===== config.mk =====
export PLATFORM = sky130hd
export DESIGN_NAME = op_queue_arb
export DESIGN_NICKNAME = d
export VERILOG_FILES = /design/src/rtl/op_queue_arb.sv
export SDC_FILE = /design/constraint.sdc
export NUM_CORES = 1
export LEC_CHECK = 0
export BUFFER_PORTS_ARGS = -buffer_cell sky130_fd_sc_hd__buf_2
export CORE_MARGIN = 2
export CORE_UTILIZATION = 65
export DETAILED_ROUTE_END_ITERATION = 6
export GPL_TIMING_DRIVEN = 0
export MAX_ROUTING_LAYER = met4
export PLACE_DENSITY = 0.85
export SYNTH_ARGS = -nofsm -noshare
export SYNTH_HDL_FRONTEND = slang
export SYNTH_SLANG_ARGS = --single-unit
export TNS_END_PERCENT = 20

===== constraint.sdc =====
create_clock -name clk -period 7.82 [get_ports clk]
set_clock_uncertainty 0.2 [all_clocks]
set_input_delay 1.173 -clock clk [delete_from_list [all_inputs] [get_ports clk]]
set_output_delay 1.173 -clock clk [all_outputs]
set_load 0.05 [all_outputs]

===== src/rtl/op_queue_arb.sv =====
`default_nettype none
//==============================================================================
// Module   : op_queue_arb
// Desc     : Per-channel op FIFOs merged into one registered head by round-robin.
//            Define OP_QUEUE_DROP_CNT_EN to add saturating per-channel drop counters.
// Revision : 1.0
//==============================================================================
module op_queue_arb #(
   parameter int N_CHANNELS = 2,
   parameter int DEPTH      = 16,
   parameter int DATA_WIDTH = 32,
   localparam int CH_W      = (N_CHANNELS > 1) ? $clog2(N_CHANNELS) : 1
) (
   input  logic                             clk,
   input  logic                             rst,
   input  logic                             ce,
   input  logic [N_CHANNELS-1:0]            wr_en,
   input  logic [N_CHANNELS*DATA_WIDTH-1:0] wr_data,
   output logic [N_CHANNELS-1:0]            full,
   input  logic                             rd_en,
   output logic [DATA_WIDTH-1:0]            rd_data,
   output logic [CH_W-1:0]                  rd_channel,
   output logic                             empty
`ifdef OP_QUEUE_DROP_CNT_EN
   ,
   output logic [N_CHANNELS*8-1:0]          drop_count
`endif
);

   localparam int PTR_W = $clog2(DEPTH);
   localparam int CNT_W = PTR_W + 1;

   localparam logic [CNT_W-1:0] c_depth   = CNT_W'(DEPTH);
   localparam logic [CNT_W-1:0] c_cnt_one = CNT_W'(1);
   localparam logic [PTR_W-1:0] c_ptr_one = PTR_W'(1);
   localparam logic [CH_W-1:0]  c_last_ch = CH_W'(N_CHANNELS - 1);

   logic [N_CHANNELS-1:0]                 w_nonempty;
   logic [N_CHANNELS-1:0]                 w_push;
   logic [N_CHANNELS-1:0]                 w_pop;
   logic [N_CHANNELS-1:0][DATA_WIDTH-1:0] w_head;
   logic                                  w_load;
   logic                                  w_found;
   logic [CH_W-1:0]                       w_winner;
   int                                    w_idx;

   logic                  r_valid;
   logic [DATA_WIDTH-1:0] r_rd_data;
   logic [CH_W-1:0]       r_rd_channel;
   logic [CH_W-1:0]       r_last_grant;

   // The head register accepts a new op whenever it is empty or being consumed.
   assign w_load = ce & (~r_valid | rd_en);

   generate
      for (genvar i = 0; i < N_CHANNELS; i++) begin : g_ch
         logic [DATA_WIDTH-1:0] r_mem [DEPTH];
         logic [PTR_W-1:0]      r_wr_ptr;
         logic [PTR_W-1:0]      r_rd_ptr;
         logic [CNT_W-1:0]      r_count;

         // full comes from the registered count, so a same-cycle pop never frees a slot early.
         assign full[i]       = (r_count == c_depth);
         assign w_nonempty[i] = (r_count != '0);
         assign w_push[i]     = ce & wr_en[i] & ~full[i];
         assign w_pop[i]      = w_load & w_found & (w_winner == CH_W'(i));
         assign w_head[i]     = r_mem[r_rd_ptr];

         always_ff @(posedge clk) begin
            if (w_push[i]) begin
               r_mem[r_wr_ptr] <= wr_data[i*DATA_WIDTH +: DATA_WIDTH];
            end
         end

         always_ff @(posedge clk or posedge rst) begin
            if (rst) begin
               r_wr_ptr <= '0;
               r_rd_ptr <= '0;
               r_count  <= '0;
            end else begin
               if (w_push[i]) begin
                  r_wr_ptr <= r_wr_ptr + c_ptr_one;
               end
               if (w_pop[i]) begin
                  r_rd_ptr <= r_rd_ptr + c_ptr_one;
               end
               case ({w_push[i], w_pop[i]})
                  2'b10:   r_count <= r_count + c_cnt_one;
                  2'b01:   r_count <= r_count - c_cnt_one;
                  default: r_count <= r_count;
               endcase
            end
         end

`ifdef OP_QUEUE_DROP_CNT_EN
         logic [7:0] r_drop;

         always_ff @(posedge clk or posedge rst) begin
            if (rst) begin
               r_drop <= 8'd0;
            end else if (ce && wr_en[i] && full[i] && (r_drop != 8'hFF)) begin
               r_drop <= r_drop + 8'd1;
            end
         end

         assign drop_count[i*8 +: 8] = r_drop;
`endif
      end
   endgenerate

   // Round-robin: scan from the channel after the last grant, first non-empty wins.
   always_comb begin
      w_found  = 1'b0;
      w_winner = '0;
      w_idx    = 0;
      for (int k = 1; k <= N_CHANNELS; k++) begin
         w_idx = int'(r_last_grant) + k;
         if (w_idx >= N_CHANNELS) begin
            w_idx = w_idx - N_CHANNELS;
         end
         for (int j = 0; j < N_CHANNELS; j++) begin
            if (!w_found && (j == w_idx) && w_nonempty[j]) begin
               w_found  = 1'b1;
               w_winner = CH_W'(j);
            end
         end
      end
   end

   always_ff @(posedge clk or posedge rst) begin
      if (rst) begin
         r_valid      <= 1'b0;
         r_rd_data    <= '0;
         r_rd_channel <= '0;
         r_last_grant <= c_last_ch;
      end else if (w_load) begin
         r_valid <= w_found;
         if (w_found) begin
            r_rd_data    <= w_head[w_winner];
            r_rd_channel <= w_winner;
            r_last_grant <= w_winner;
         end
      end
   end

   assign rd_data    = r_rd_data;
   assign rd_channel = r_rd_channel;
   assign empty      = ~r_valid;

endmodule
`default_nettype wire


==> impl_metrics.yaml <==
run_status:
  status: "finished with violations"
  violations: "design-rule violations"
placed_design:
  hpwl_um: 66000
  numPortBuffers: 105
  gp_congestion: 0.844
die:
  chipWidth_um: 258
  die_area_um2: 66500
  std_cell_rows: 93
  coreArea_um2: 64100
  die_h_um: 258
  start_util: 0.653
  io_pins: 106
worst_setup_path:
  critPathMostFrequentCell: "buf_2"
  cpLargestDelayFamily: "buffers and inverters"
  path_buf_inv: 3
  max_stage_delay_ns: 0.94
  setup.worst_path.end_class: "register"
  critPathKind: "reg2reg"
  cp_data_arrival_time_ns: 4.51
  worstPathRequired_ns: 8.11
  startpoint_type: "register"
  path_cells: "buf_2, buf_2, buf_1, mux4_2, a221oi_1, o21ai_0"
  path_max_fanout: 10
  cpMaxStageDelayCell: "a221oi_1"
layout:
  layout.nets: 2298
  drive_above_1_share: 0.295
  syn2layout_area_growth_pct: 15.3
timing:
  rsz0062_at_grt: "false"
  tns_ns: 0
  min_period_ns: 4.22
  worst_pin_slew_ns: 1.13
  timing.final.crit_share: 0.539
  slew_headroom: 0.249
  drv_slew: 0
  hold_violations: 0
  fmax_ghz: 0.237
  finalSetupViolations: 0
global_routing:
  grt_start_max_net_pins: 44
  grt_pass1_wl_um: 165000
  antenna_found_initial: 15
  grt_overflow_total: 0
  grt_use_total: 0.365
  grt_pass1_vias: 23817
clocking:
  path_clk_slew_ns: 0.07
  clock_path_buffers: 3
  cts_root_buf: "clkbuf_16"
  cts_setup_buffers: 0
  cts_tree: "built"
  ctsResizeCount: 0
  cts_max_level: 3
  clk_latency_ns: 0.68
  cts_num_sinks: 1085
  holdBufCountCts: 0
  cts_buffers: 102
detailed_routing:
  drc: 1
  firstDrtPassIters: 7
  vias_per_cell: 7.19
  postRouteAntennaNets: 0
  totalWireLength_um: 115000
  drt_iter0_drc: 3719
  vias: 22768
  wl_per_cell_um: 36.4
power:
  power_mw: 18.1
  power_density_nw_per_um2: 376
  ir_drop_mv: 0.310
  leakage_nw: 16.1
run:
  drv_cap: 0
logic_synthesis:
  ys_types: 44
  synth-seq-area-share: 0.771
  async_flop_share: 0.0562
  syn_nets: 2044
  ys.flop_type: "edfxtp_1"
  synth_seq_cells: 1085
  postSynthCellCount: 1954
  synth_edf_count: 1024
  postSynthAreaPerCell_um2: 21.4
  ys_warn_count: 0
  synth_area_um2: 41900
min_path:
  hold_path.class: "in2async"
where the power goes:
group | internal (mW) | leakage, nW | switching [mW]
registers | 6.79 | 9.96 | 0.252
logic | 2.12 | 4.33 | 3.43
clock network | 3.30 | 1.84 | 2.25
final cells by class:
type,instances,area (µm²)
antenna,16,40.0
buffer,105,588
clock buffer,121,2770
clock inverter,70,1010
fill,3115,15900
inverter,38,145
multi-input combinational,726,8980
sequential,1085,32300
tap,855,1070
timing repair buffer,150,1380
cell usage after synthesis (4+ instances only):
cell type | instances | share of area
a221oi_1 | 43 | 0.0090
nor2b_1 | 5 | 0.00075
o21ai_0 | 36 | 0.0043
mux4_2 | 242 | 0.13
nand2_1 | 139 | 0.012
buf_2 | 23 | 0.0027
dfrtp_1 | 60 | 0.036
buf_6 | 12 | 0.0032
inv_1 | 36 | 0.0032
ha_1 | 18 | 0.0054
a21oi_1 | 7 | 0.00084
buf_1 | 10 | 0.00090
buf_4 | 14 | 0.0025
a222oi_1 | 29 | 0.0069
clkbuf_1 | 44 | 0.0039
and3_1 | 6 | 0.00090
nor2_1 | 16 | 0.0014
nor3_1 | 8 | 0.00096
mux2_2 | 22 | 0.0059
mux2i_1 | 68 | 0.016
xor2_1 | 7 | 0.0015
o21a_1 | 14 | 0.0025
xnor2_1 | 13 | 0.0027
nand3_1 | 4 | 0.00048
edfxtp_1 | 1024 | 0.73
and2_1 | 20 | 0.0030
per-layer routing:
layer,global-route usage,vias to the layer above,wire (µm),part of all wire
met5,-,-,0,0
met3,0.0842,547,13900,0.12
met4,0.206,0,7790,0.068
met2,0.585,2135,57800,0.50
met1,0.432,11470,35900,0.31
li1,-,8616,-,-
cells by family (layout without fill, tap and decap cells):
family	Yosys count	count (layout)	synth area share
adders and majority gates	20	20	0.00634
buffers and inverters	143	484	0.0175
AOI/OAI and AO/OA	144	144	0.0267
and+or+nand+nor	210	210	0.0220
xor gates and xnor gates	20	20	0.00418
muxes	332	332	0.152
other	0	16	0
DFF	1085	1085	0.771
stage by stage:
step	std cells	setup slack, ns	utilization	hold slack (ns)	instance area, µm²
4_1_cts	3150	3.80	0.752	0.268	48200
2_1_floorplan	1954	3.21	-	0.247	41900
5_1_grt	3164	3.72	0.753	0.299	48300
6_report	3166	3.60	0.753	0.282	48300
3_3_place_gp	2914	0.228	0.678	0.257	43500
3_5_place_dp	2959	3.71	0.693	0.275	44400
path summary, 6_finish.rpt:
path	startpoint	to	slack, ns	cells after the start
max in group asynchronous	rst	rd_data[10]$_DFFE_PP0P_	6.49	3
setup reg to reg	g_ch[1].r_rd_ptr[1]$_DFFE_PP0P_	rd_data[3]$_DFFE_PP0P_	3.60	6
hold reg to reg	r_valid$_DFFE_PP0P_	r_valid$_DFFE_PP0P_	0.32	2
hold / removal	rst	rd_data[0]$_DFFE_PP0P_	0.28	2
setup / recovery	g_ch[1].r_rd_ptr[1]$_DFFE_PP0P_	rd_data[3]$_DFFE_PP0P_	3.60	6
min in group clk	r_valid$_DFFE_PP0P_	r_valid$_DFFE_PP0P_	0.32	2
sequential cells by signal, summed over array words and instances (netlist names):
| signal | count |
|---|---|
| rd_data | 32 |
| r_last_grant | 1 |
| g_ch.r_wr_ptr | 8 |
| g_ch.r_mem | 1024 |
| r_valid | 1 |
| g_ch.r_count | 10 |
| rd_channel | 1 |
| g_ch.r_rd_ptr | 8 |
layout by cell type, fill, tap and decap left out, drive strengths merged, types with 29 or more instances in the layout:
cell type	netlist	final
mux2i	68	68
edfxtp	1024	1024
a222oi	29	29
buf	61	211
a221oi	43	43
nand2	139	139
o21ai	39	39
dfrtp	60	60
mux4	242	242
clkinv	1	38
clkbuf	44	165
inv	37	39
No activity file was read; power rests on OpenSTA's default activity.
